<file path="config.mk">
export PLATFORM = sky130hd
export DESIGN_NAME = ahb_resp_mux
export DESIGN_NICKNAME = d
export VERILOG_FILES = /design/src/rtl/ahb_resp_mux.sv
export SDC_FILE = /design/constraint.sdc
export NUM_CORES = 1
export LEC_CHECK = 0
export CAP_MARGIN = 20
export CELL_PAD_IN_SITES_DETAIL_PLACEMENT = 1
export CELL_PAD_IN_SITES_GLOBAL_PLACEMENT = 2
export CORE_AREA = 2 2 282 173
export CTS_CLUSTER_DIAMETER = 30
export DETAILED_ROUTE_END_ITERATION = 6
export DIE_AREA = 0 0 284 175
export PLACE_DENSITY_LB_ADDON = 0.1
export SLEW_MARGIN = 40
export SYNTH_ARGS = -nofsm -noshare
export SYNTH_HDL_FRONTEND = slang
export SYNTH_SLANG_ARGS = --single-unit
</file>
<file path="constraint.sdc">
create_clock -name HCLK -period 1.8 [get_ports HCLK]
set_clock_uncertainty 0.05 [all_clocks]
set_input_delay 0.36 -clock HCLK [delete_from_list [all_inputs] [get_ports HCLK]]
set_output_delay 0.36 -clock HCLK [all_outputs]
set_load 0.1 [all_outputs]
</file>
<file path="src/rtl/ahb_resp_mux.sv">
// AHB read-data/response mux with internal default slave for HSELx8.
// Define AHB_DEFSLV_ERR_EN to make the default slave answer with a 2-cycle ERROR.
module ahb_resp_mux #(
  parameter int DW = 64
) (
  input  logic          HCLK,
  input  logic          HRESETn,
  input  logic          HSELx0,
  input  logic          HSELx1,
  input  logic          HSELx2,
  input  logic          HSELx3,
  input  logic          HSELx4,
  input  logic          HSELx5,
  input  logic          HSELx6,
  input  logic          HSELx7,
  input  logic          HSELx8,
  input  logic [1:0]    HTRANS,
  input  logic [8*DW-1:0] HRDATAS,
  input  logic [7:0]    HREADYOUTS,
  input  logic [7:0]    HRESPS,
  output logic [DW-1:0] HRDATA,
  output logic          HREADY,
  output logic          HRESP
);

  logic [8:0] hsel;
  logic [8:0] sel_nxt;
  logic [8:0] sel_q;
  logic       found;
  logic       def_ready;
  logic       def_resp;
  logic       unused_trans;

  assign hsel = {HSELx8, HSELx7, HSELx6, HSELx5, HSELx4,
                 HSELx3, HSELx2, HSELx1, HSELx0};

  assign unused_trans = ^HTRANS;

  // Lowest index wins; nothing selected falls to the default slave.
  always_comb begin
    sel_nxt = '0;
    found   = 1'b0;
    for (int i = 0; i < 8; i++) begin
      if (hsel[i] && !found) begin
        sel_nxt[i] = 1'b1;
        found      = 1'b1;
      end
    end
    if (!found) sel_nxt[8] = 1'b1;
  end

  always_ff @(posedge HCLK or negedge HRESETn) begin
    if (!HRESETn) sel_q <= 9'h100;
    else if (HREADY) sel_q <= sel_nxt;
  end

`ifdef AHB_DEFSLV_ERR_EN
  typedef enum logic [1:0] {
    IDLE,
    ERR1,
    ERR2
  } dstate_t;

  dstate_t state;
  logic    err_req;

  assign err_req = sel_nxt[8] & HTRANS[1];

  always_ff @(posedge HCLK or negedge HRESETn) begin
    if (!HRESETn) begin
      state     <= IDLE;
      def_ready <= 1'b1;
      def_resp  <= 1'b0;
    end else begin
      unique case (state)
        IDLE: begin
          if (HREADY && err_req) begin
            state     <= ERR1;
            def_ready <= 1'b0;
            def_resp  <= 1'b1;
          end
        end
        ERR1: begin
          state     <= ERR2;
          def_ready <= 1'b1;
          def_resp  <= 1'b1;
        end
        ERR2: begin
          if (err_req) begin
            state     <= ERR1;
            def_ready <= 1'b0;
            def_resp  <= 1'b1;
          end else begin
            state     <= IDLE;
            def_ready <= 1'b1;
            def_resp  <= 1'b0;
          end
        end
        default: begin
          state     <= IDLE;
          def_ready <= 1'b1;
          def_resp  <= 1'b0;
        end
      endcase
    end
  end
`else
  assign def_ready = 1'b1;
  assign def_resp  = 1'b0;
`endif

  always_comb begin
    HRDATA = '0;
    HREADY = def_ready;
    HRESP  = def_resp;
    for (int i = 0; i < 8; i++) begin
      if (sel_q[i]) begin
        HRDATA = HRDATAS[i*DW +: DW];
        HREADY = HREADYOUTS[i];
        HRESP  = HRESPS[i];
      end
    end
  end

endmodule

</file>
# ---- Yosys cells after proc, flatten, opt, wreduce, memory -nomap -nowiden
# Cells that the tools add are included.
dict set report word_totals {
  elab_cells 53
  in_bits 541
  regBits 8
}
dict set report op_classes {
  n_mux 38
  reduce_logical 14
}
# op count
set ops {}
lappend ops {{two-way mux 64 bit} 8}
lappend ops {{two-way mux 1 bit} 30}
lappend ops {{logical AND 1 bit} 7}
lappend ops {{zero test 1 bit} 7}

# ---- Depth between registers and ports, before layout
dict set report logic_depth {
  ltp_word 22
  mapped_depth 8
}

# ---- Least setup slack after synthesis
# No wires, ideal clock.
dict set report synth_timing {
  kind {reg-to-output}
  start {register sel_q[5]}
  end {output HRDATA[61]}
  path_buffers 2
  arrival_time_ns 3.310
  slack_ns -1.920
  path_stages_with_launch 8
  cell_sequence {dfrtp_1 -> buf_2 -> nor2_1 -> buf_4 -> o221ai_1 -> a21oi_1 -> a2111oi_0 -> o31ai_1}
}
dict set report synth_between {
  elab_chain_cells 3
}
# item line_no
set synth_rtl {}
lappend synth_rtl {{start: declaration} 28} ;# logic [8:0] sel_q;
lappend synth_rtl {{start signal: assignment} 54} ;# else if (HREADY) sel_q <= sel_nxt;
lappend synth_rtl {{two-way mux 64 bit (3 in a row)} 117} ;# if (sel_q[i]) begin
lappend synth_rtl {{end: declaration} 21} ;# output logic [DW-1:0] HRDATA,
# No other way between the ends.

# ---- Final worst setup path
dict set report layout_timing {
  start {register sel_q[4]}
  end {output HRESP}
}
dict set report layout_between {
  elab_chain_cells 4
}
# item line_no
set layout_rtl {}
lappend layout_rtl {{two-way mux 1 bit (4 in a row)} 117}
lappend layout_rtl {{end: declaration} 23} ;# output logic HRESP
# No other way between the ends.

==> results.toml <==
[synthesis]
yosysMostFrequentCell = "nand2_1"
synth_cell_types = 39
synth_top_area_share_pct = 24.0
synth_enable_flop_cells = 0
synthFlopType = "dfrtp_1"
netlist_area_um2 = 4670
async_flop_share_pct = 100
yosys_warnings = 0
synth_area_leaders = "o221ai_1 24%, mux2i_1 14%, a221oi_1 12%, nand2_1 11%, a22oi_1 9.8%"
postSynthAreaPerCell_um2 = 6.94
syn_inst = 672
ys_ff_latch = 8
seq_area_frac_synth_pct = 4.29
yosys.area.top_type = "o221ai_1"
yosys-top-cells-count = "133 x nand2_1, 128 x o221ai_1, 64 x mux2i_1, 64 x o21ai_1, 63 x a221oi_1"
syn_nets = 1213

[critical_path]
crit_type = "reg -> out"
startpoint_type = "register"
max_stage_delay_ns = 0.51
crit_chain = "nor2b_4, buf_12, buf_12, a22oi_1, o221ai_1, mux2i_1, o21ai_4, buf_12"
timing.rr.start = "sel_q[4]"
worst-path-buf-inv = 3
cp.required_ns = 1.39
critPathTopFamily = "buffers and inverters"
critPathLaunch = "sel_q[4]"
rrSetupSlack_ns = -0.49
cp-end-kind = "primary output"
timing.rr.end = "sel_q[4]"
crit_cells = 8
crit_path_frequent_cell = "buf_12"
critical_path.slowest_cell = "dfrtp_4"
path_max_fanout = 8
reg2reg_depth = 11
critical_path_arrival_ns = 2.14

[clocking]
clk_latency_ns = 0.23
path_clk_slew_ns = 0.04
cts_root_buf = "clkbuf_16"
cts_buffer_depth = 2
cts_tree = "done"
cts.sinks = 8
htreeDepth = 1
numCtsBuffers = 3

[power_and_ir_drop]
power_frac_comb_pct = 97.6
seq_power_share_pct = 1.1
power.internal_mw = 11.8
p_switching_mw = 15.6
p_leak_nw = 5.41
clkPwrFrac_pct = 1.4
swShare_pct = 57.0
pwr_density_cell_nw_per_um2 = 1730
total_power_mw = 27.4
ir_drop_mv = 1.23

[global_routing]
overflow = 0
grt_pass1_vias = 9519
antenna_found_initial = 19
grt_start_max_net_pins = 66
grt_usage_pct = 19.3
grt_pass1_wl_um = 71200

[route]
totalWireLength_um = 52400
drt_iter0_markers = 397
vias_per_cell = 4.49
antenna_left = 0
drc = 0
drt-pass1-iter-count = 4
route.vias.total = 8868
avgRoutedWirePerCell_um = 26.5

[floorplanning]
io_pins = 607
die_area_um2 = 49700
core.rowCount = 62
die_w_um = 284
die_h_um = 175
initial_core_util_pct = 9.89
core_um2 = 47200

[layout]
area.growth.synth_to_final_pct = 239
top_register = "sel_q"
drive_gt1_share_pct = 39.2
fin_nets = 1866
largest_register_ffs = 8
top_regs = "sel_q: 8 flops"

[sta]
hold_viol_final = 0
rsz0062_at_grt = "yes"
min_period_over_period_pct = 141
slew_violations = 0
slew_headroom_pct = 69.8
worst_pin_slew_ns = 0.453
setup_viol = 74
setup_ws_ns = -0.746
min_period_ns = 2.55
fmax_ghz = 0.393
tns_ns = -45.95

[place]
io_buffers = 603
gp_congestion = 0.818
dp.final_hpwl_um = 40700

[run_status]
violations = "negative setup slack"
outcome = "finished with violations"

[worst_hold_path]
hold_path.class = "in -> async"

[job]
drv_cap = 0
## kinds of logic (layout without fill, tap and decap cells)
| family | after synthesis | after routing | share of synthesized area (%) |
|---|---|---|---|
| DFF | 8 | 8 | 4.29 |
| AOI/OAI and AO/OA | 341 | 341 | 57.0 |
| and+or+nand+nor | 157 | 157 | 13.7 |
| other | 0 | 13 | 0 |
| buffers and inverters | 99 | 750 | 10.6 |
| muxes | 67 | 67 | 14.5 |
## cells in the final DEF, fill, tap and decap left out, types with 4 or more instances in the layout
| cell type | synthesis | final |
|---|---|---|
| a21oi_2 | 0 | 4 |
| a221oi_1 | 63 | 16 |
| a221oi_2 | 0 | 42 |
| a221oi_4 | 0 | 5 |
| a22oi_1 | 61 | 20 |
| a22oi_2 | 3 | 44 |
| buf_12 | 0 | 116 |
| buf_16 | 0 | 4 |
| buf_4 | 3 | 64 |
| buf_6 | 8 | 14 |
| clkbuf_16 | 0 | 7 |
| clkdlybuf4s50_1 | 0 | 537 |
| dfrtp_4 | 0 | 4 |
| diode_2 | 0 | 13 |
| mux2i_1 | 64 | 20 |
| mux2i_2 | 0 | 43 |
| nand2_1 | 133 | 133 |
| nor2_1 | 8 | 6 |
| o21ai_4 | 0 | 63 |
| o221ai_1 | 128 | 47 |
| o221ai_2 | 0 | 80 |
## layer usage
metal	GRT usage (%)	share of wire, %
met1	23.9	43
met2	34.4	50
met3	4.71	5.6
met4	3.14	0.88
met5	0	0.14
## worst max-delay path by stage
stage / end / slack [ns]
after floorplan: HRDATA[61] / -0.50
after global placement: HRDATA[61] / -1.16
after detailed placement: HRDATA[61] / -0.79
after CTS: HRDATA[54] / -0.77
after global routing: HRDATA[26] / -0.82
final: HRESP / -0.75
## through the flow
| step | setup WS (ns) | hold slack (ns) | cell area [um2] | util (%) | cells |
|---|---|---|---|---|---|
| after floorplan | -0.498 | 0.0144 | 5500 | - | 672 |
| after global placement | -1.16 | 0.587 | 13700 | 29.0 | 1924 |
| after detailed placement | -0.795 | 0.575 | 13700 | 29.0 | 1924 |
| after CTS | -0.768 | 0.394 | 14900 | 31.6 | 1950 |
| after global routing | -0.818 | 0.409 | 15800 | 33.6 | 1974 |
| final | -0.746 | 0.385 | 15800 | 33.6 | 1976 |
## repair_timing
| action | CTS | global route |
|---|---|---|
| setup endpoints to repair | 74 | 74 |
| pin swaps | 75 | 67 |
| resized for setup | 158 | 132 |
| gates cloned | 6 | 5 |
| hold buffers | 0 | 0 |
| endpoints found under the hold margin | 0 | 0 |
| buffers inserted | 19 | 11 |
## worst register-to-register path, cell delays in order (launching register included)
cell	delay, ns
dfrtp_4	0.51
buf_4	0.16
buf_4	0.14
buf_12	0.15
a21oi_2	0.11
o21ai_1	0.08
o21ai_2	0.29
nand2_8	0.08
buf_4	0.14
buf_8	0.13
buf_4	0.13
a22o_1	0.21
## layout make-up
type / count / area, um2
fill: 5239 / 31300
tap: 640 / 801
sequential: 8 / 218
clock buffer: 3 / 75.1
antenna: 13 / 32.5
timing repair buffer: 743 / 8620
inverter: 4 / 27.5
multi-input combinational: 565 / 6060
## power groups by stage
stage	Sequential [mW]	Combinational [mW]	Clock [mW]
2_1_floorplan	0.250	14.1	0
3_3_place_gp	0.291	23.5	0
3_5_place_dp	0.298	23.5	0
4_1_cts	0.291	25.3	0.380
5_1_grt	0.298	27.7	0.397
6_report	0.289	26.7	0.375
(Power assumes the default switching activity.)
